[config.mk]
export PLATFORM = sky130hd
export DESIGN_NAME = cd_sector_responder
export DESIGN_NICKNAME = d
export VERILOG_FILES = /design/src/rtl/cd_sector_responder.sv
export SDC_FILE = /design/constraint.sdc
export NUM_CORES = 1
export LEC_CHECK = 0
export ABC_CLOCK_PERIOD_IN_PS = 4740
export BUFFER_PORTS_ARGS = -buffer_cell sky130_fd_sc_hd__buf_4
export CAP_MARGIN = 0
export CORE_MARGIN = 3
export CORE_UTILIZATION = 52
export DETAILED_ROUTE_END_ITERATION = 10
export MAX_ROUTING_LAYER = met4
export PLACE_DENSITY = 0.85
export SLEW_MARGIN = 5
export SYNTH_ARGS = -nofsm -noshare
export SYNTH_HDL_FRONTEND = slang
export SYNTH_SLANG_ARGS = --single-unit
export TNS_END_PERCENT = 20
[constraint.sdc]
create_clock -name clk -period 4.74 [get_ports clk]
set_input_delay 1.185 -clock clk [delete_from_list [all_inputs] [get_ports clk]]
set_output_delay 1.185 -clock clk [all_outputs]
set_load 0.005 [all_outputs]
[src/rtl/cd_sector_responder.sv]
// cd_sector_responder
//   Responder end of the CDIC sector request interface. Each accepted request
//   is answered with one raw 2352-byte sector (WORDS_PER_SECTOR 16-bit words)
//   read from a disc image in SDRAM, or with zero words when no image is
//   mounted or the LBA lies beyond the end of the image.
//
// Ports
//   clk, reset          system clock, asynchronous active-high reset
//   cd_hps_lba/req      request LBA and request line (rising edge = request)
//   cd_hps_ack          one-cycle pulse per accepted request
//   cd_hps_data_valid   one-cycle strobe per sector word
//   cd_hps_data         sector word (meaningful while data_valid=1)
//   img_mounted         disc image present
//   img_sectors         image size in sectors
//   mem_addr/mem_rd     SDRAM byte address and single-cycle read request
//   mem_busy            read port busy, mem_rd is held off while set
//   mem_dout/mem_valid  read data and its one-cycle valid
module cd_sector_responder #(
  parameter logic [24:0] BASE_ADDR        = 25'h1000000,
  parameter int unsigned WORDS_PER_SECTOR = 1176,
  parameter int unsigned WORD_GAP         = 3
) (
  input  logic        clk,
  input  logic        reset,
  input  logic [31:0] cd_hps_lba,
  input  logic        cd_hps_req,
  output logic        cd_hps_ack,
  output logic        cd_hps_data_valid,
  output logic [15:0] cd_hps_data,
  input  logic        img_mounted,
  input  logic [31:0] img_sectors,
  output logic [24:0] mem_addr,
  output logic        mem_rd,
  input  logic        mem_busy,
  input  logic [15:0] mem_dout,
  input  logic        mem_valid
);

  localparam int unsigned CW = $clog2(WORDS_PER_SECTOR + 1);
  localparam int unsigned GW = (WORD_GAP > 1) ? $clog2(WORD_GAP) : 1;
  localparam logic [CW-1:0] LAST_WORD = CW'(WORDS_PER_SECTOR - 1);

  typedef enum logic [2:0] {
    S_IDLE, S_ACK, S_FETCH, S_WAIT, S_EMIT, S_GAP, S_DONE
  } state_t;

  state_t        state;
  logic          req_q;
  logic          start;
  logic          pending;
  logic          zero_fill;
  logic          zf_now;
  logic [31:0]   lba;
  logic [31:0]   pend_lba;
  logic [CW-1:0] word;
  logic [GW-1:0] gap_cnt;
  logic [24:0]   lba25;
  logic [24:0]   sector_off;

  assign start  = cd_hps_req && !req_q;
  assign zf_now = !img_mounted || (lba >= img_sectors);

  // lba * 2352 as 2048 + 256 + 32 + 16, wrapping at 2^25
  assign lba25      = lba[24:0];
  assign sector_off = (lba25 << 11) + (lba25 << 8) + (lba25 << 5) + (lba25 << 4);

  // The read strobe is gated by the live busy input so that it can never
  // coincide with mem_busy=1; the address behind it is registered.
  assign mem_rd = (state == S_FETCH) && !mem_busy;

  always_ff @(posedge clk or posedge reset) begin
    if (reset) begin
      state             <= S_IDLE;
      req_q             <= 1'b0;
      pending           <= 1'b0;
      pend_lba          <= '0;
      lba               <= '0;
      zero_fill         <= 1'b0;
      word              <= '0;
      gap_cnt           <= '0;
      mem_addr          <= '0;
      cd_hps_ack        <= 1'b0;
      cd_hps_data_valid <= 1'b0;
      cd_hps_data       <= '0;
    end else begin
      req_q             <= cd_hps_req;
      cd_hps_ack        <= 1'b0;
      cd_hps_data_valid <= 1'b0;

      // Requests arriving while busy park in a one-deep slot; newest wins.
      if (start && state != S_IDLE) begin
        pending  <= 1'b1;
        pend_lba <= cd_hps_lba;
      end

      case (state)
        S_IDLE: begin
          if (start) begin
            lba        <= cd_hps_lba;
            cd_hps_ack <= 1'b1;
            state      <= S_ACK;
          end
        end

        S_ACK: begin
          word      <= '0;
          zero_fill <= zf_now;
          mem_addr  <= BASE_ADDR + sector_off;
          if (zf_now) begin
            cd_hps_data       <= '0;
            cd_hps_data_valid <= 1'b1;
            state             <= S_EMIT;
          end else begin
            state <= S_FETCH;
          end
        end

        S_FETCH: begin
          if (!mem_busy) state <= S_WAIT;
        end

        S_WAIT: begin
          if (mem_valid) begin
            cd_hps_data       <= mem_dout;
            cd_hps_data_valid <= 1'b1;
            state             <= S_EMIT;
          end
        end

        S_EMIT: begin
          word     <= word + CW'(1);
          mem_addr <= mem_addr + 25'd2;
          if (word == LAST_WORD) begin
            state <= S_DONE;
          end else if (WORD_GAP == 0) begin
            if (zero_fill) begin
              cd_hps_data       <= '0;
              cd_hps_data_valid <= 1'b1;
              state             <= S_EMIT;
            end else begin
              state <= S_FETCH;
            end
          end else begin
            // GAP lasts exactly WORD_GAP cycles, counting down to zero
            gap_cnt <= GW'(WORD_GAP - 1);
            state   <= S_GAP;
          end
        end

        S_GAP: begin
          if (gap_cnt == '0) begin
            if (zero_fill) begin
              cd_hps_data       <= '0;
              cd_hps_data_valid <= 1'b1;
              state             <= S_EMIT;
            end else begin
              state <= S_FETCH;
            end
          end else begin
            gap_cnt <= gap_cnt - GW'(1);
          end
        end

        S_DONE: begin
          // A start landing in this very cycle would be parked and served
          // next, so it is taken directly; it is also the newest request.
          if (start) begin
            lba        <= cd_hps_lba;
            pending    <= 1'b0;
            cd_hps_ack <= 1'b1;
            state      <= S_ACK;
          end else if (pending) begin
            lba        <= pend_lba;
            pending    <= 1'b0;
            cd_hps_ack <= 1'b1;
            state      <= S_ACK;
          end else begin
            state <= S_IDLE;
          end
        end

        default: state <= S_IDLE;
      endcase
    end
  end

endmodule
==> results.sh <==
export IMPL_routed_wl_mm=19.85
export IMPL_seq_area_frac_synth=0.3726
export IMPL_grt_pass1_wl_mm=33.34
export IMPL_synth_area_leaders="dfrtp_1 (37%), ha_1 (11%), fa_1 (7.2%)"
export IMPL_dieArea_um2=17710
export IMPL_htree_num_levels=4
export IMPL_yosysMostFrequentCell="dfrtp_1"
export IMPL_cp_cell_sequence="inv_1 > fa_1 > inv_1 > fa_1 > ha_1 > ha_1 > o211ai_1 > o21ai_0 > o211ai_1 > o21ai_0 > xnor2_1 > a21oi_1"
export IMPL_drc=0
export IMPL_synthTopCellsByCount="dfrtp_1 (125), inv_1 (86), ha_1 (76), a21oi_1 (70), nor2_1 (64)"
export IMPL_crit_fanout=4
export IMPL_fin_tns_setup_ns=0
export IMPL_synth_cells=851
export IMPL_diodes=0
export IMPL_async_reset_ff_frac=1.000
export IMPL_globalplace_congestion=0.9245
export IMPL_antenna_found_initial=0
export IMPL_clk_pin_slew_ns=0.06
export IMPL_hold_buffers=0
export IMPL_fmax_mhz=270.2
export IMPL_cts_tree="built"
export IMPL_hold_class="reg -> reg"
export IMPL_ant_nets=0
export IMPL_overflow=0
export IMPL_syn_area_per_cell_um2=9.866
export IMPL_period_needed_ns=3.701
export IMPL_cts_buffers=17
export IMPL_via_per_inst=5.754
export IMPL_coreArea_um2=15480
export IMPL_grt_setup_unrepaired="false"
export IMPL_start_util=0.5422
export IMPL_num_vias=6905
export IMPL_synth_edf_count=0
export IMPL_max_slew_margin=0.3623
export IMPL_worstPathRequired_ns=5.02
export IMPL_yosys_register_bits=125
export IMPL_slowest_delay_ns=0.52
export IMPL_synth_nets=1043
export IMPL_dr_pass1_iters=5
export IMPL_die_h_um=133.1
export IMPL_dpl_hpwl_mm=14.83
export IMPL_synth_ff_type="dfrtp_1"
export IMPL_drt_iter0_drc=456
export IMPL_worst_slew_pin_slew_ns=0.9530
export IMPL_root_buffer="clkbuf_16"
export IMPL_fp_dieW_um=133.1
export IMPL_cp_slowest_cell="fa_1"
export IMPL_skew_ns=0.01007
export IMPL_fin_nets=1168
export IMPL_drive_gt1_frac=0.2194
export IMPL_setup_viol=0
export IMPL_finalInstanceArea_um2=10170
export IMPL_syn2layout_area_growth_pct=21.10
export IMPL_track_usage=0.2374
export IMPL_yosys_warnings=0
export IMPL_cts_sinks=125
export IMPL_synth_top_cell_area_share=0.3726
export IMPL_yosys_area_top_type="dfrtp_1"
export IMPL_grt_pass1_vias=7043
export IMPL_hold_violations=0
export IMPL_drv_slew=0
export IMPL_rows=45
export IMPL_wl_per_cell_um=16.54
export IMPL_cp_start_kind="register"
export IMPL_outcome="finished, final reports clean"
export IMPL_cp_end_kind="register"
export IMPL_path_class="reg -> reg"
export IMPL_fin_crit_sh=0.7808
export IMPL_placed_cell_area_um2=9592
export IMPL_synthesis_area_um2=8396
export IMPL_num_io_pins=130
export IMPL_arrival_ns=3.99
export IMPL_cts_repair_resized=0
export IMPL_drv_cap=0
export IMPL_post_cts_buffers=0
export IMPL_yosysUniqueCellTypes=65
export IMPL_grt_max_degree=67
export IMPL_portBuffers=128
export IMPL_clockBufferDepth=2
export IMPL_num_fill_cells=1214
export IMPL_clk_latency_ns=0.42
[routing by layer]
layer  track usage  up-vias  wire length [µm]
met5             -        -                 0
met4       0.08603        0               529
met3       0.04106       47               774
met2        0.3821      176              9949
met1        0.3028     3377              8599
li1              -     3305                 -
[critical path: cells and delay by family, from the launching register on]
| family | cells | cell delay (ns) |
|---|---|---|
| flip-flops | 1 | 0.46 |
| AO/OA/AOI/OAI | 5 | 1.10 |
| adder cells (fa/ha/maj) | 4 | 1.64 |
| XOR/XNOR | 1 | 0.15 |
| buffers and inverters | 2 | 0.22 |
[path summary, 6_finish.rpt]
path                                              end                  from  cells past startpoint  slack [ns]
setup / recovery             mem_addr[21]$_DFFE_PP0P_    lba[7]$_DFFE_PP0P_                     12        1.04
hold / removal                   word[10]$_DFFE_PP0P_  word[10]$_DFFE_PP0P_                      1        0.49
setup reg to reg             mem_addr[21]$_DFFE_PP0P_    lba[7]$_DFFE_PP0P_                     12        1.04
hold reg to reg                  word[10]$_DFFE_PP0P_  word[10]$_DFFE_PP0P_                      1        0.49
max in group asynchronous          lba[7]$_DFFE_PP0P_                 reset                      3        3.02
min in group asynchronous  cd_hps_data[6]$_DFFE_PP0P_                 reset                      2        0.91
[metrics by stage]
stage | worst slack, ns | instances | util | hold slack [ns]
floorplan | 0.2274 | 851 | - | 0.4484
global placement | 1.192 | 1168 | 0.6195 | 0.4759
detailed placement | 1.076 | 1168 | 0.6195 | 0.4833
CTS | 1.011 | 1200 | 0.6566 | 0.4953
global route | 0.6258 | 1200 | 0.6566 | 0.5124
finish | 1.039 | 1200 | 0.6566 | 0.4924
[final cells by class]
| type | count | area [µm²] | area share |
|---|---|---|---|
| timing repair buffer | 137 | 1041 | 0.1024 |
| sequential | 125 | 3128 | 0.3077 |
| multi-input combinational | 609 | 4833 | 0.4754 |
| inverter | 86 | 325.3 | 0.03200 |
| clock inverter | 15 | 150.1 | 0.01477 |
| tap | 211 | 264.0 | 0.02597 |
| clock buffer | 17 | 425.4 | 0.04184 |
[logic make-up (layout without fill, tap and decap cells)]
group | after synthesis | count (layout) | synth area share
other | 1 | 1 | 0.0004467
buffers and inverters | 117 | 255 | 0.05395
multiplexers | 70 | 70 | 0.08867
AO/OA/AOI/OAI | 209 | 209 | 0.1553
flip-flops | 125 | 125 | 0.3726
AND/OR/NAND/NOR | 201 | 201 | 0.1213
adder cells (fa/ha/maj) | 106 | 106 | 0.1848
XOR/XNOR | 22 | 22 | 0.02295
[state kept, by name, indices dropped and copies added, names as in the netlist]
signal and flops:
lba 32, req_q 1, pend_lba 32, word 11, zero_fill 1, cd_hps_ack 1
cd_hps_data_valid 1, gap_cnt 2, mem_addr 24, state 3, pending 1, cd_hps_data 16
[placed cells by master, fill, tap and decap left out, types with 3 or more instances in the layout]
cell | Yosys | routed
o22ai_1 | 4 | 4
nand2_1 | 39 | 39
ha_1 | 76 | 76
o31ai_1 | 4 | 4
mux2_2 | 34 | 34
clkinvlp_4 | 0 | 4
and3_1 | 11 | 11
o211ai_1 | 10 | 10
nand4_1 | 29 | 29
a311oi_1 | 3 | 3
a21o_1 | 12 | 12
nand2b_1 | 3 | 3
a211oi_1 | 8 | 8
clkbuf_16 | 0 | 17
xnor2_1 | 13 | 13
xor2_1 | 9 | 9
o21ai_0 | 48 | 48
a31o_2 | 3 | 3
nor2_1 | 64 | 63
buf_4 | 1 | 136
nand3_1 | 22 | 22
inv_1 | 86 | 85
nor3_1 | 9 | 8
a21oi_1 | 70 | 70
inv_6 | 0 | 7
fa_1 | 30 | 30
a31oi_1 | 6 | 6
a22oi_1 | 16 | 16
nor4_1 | 4 | 4
mux2i_1 | 35 | 35
and2_1 | 3 | 3
dfrtp_1 | 125 | 125
Power is not shown: default switching activity piles up to over one toggle a cycle in this logic, so the estimate is an artifact.
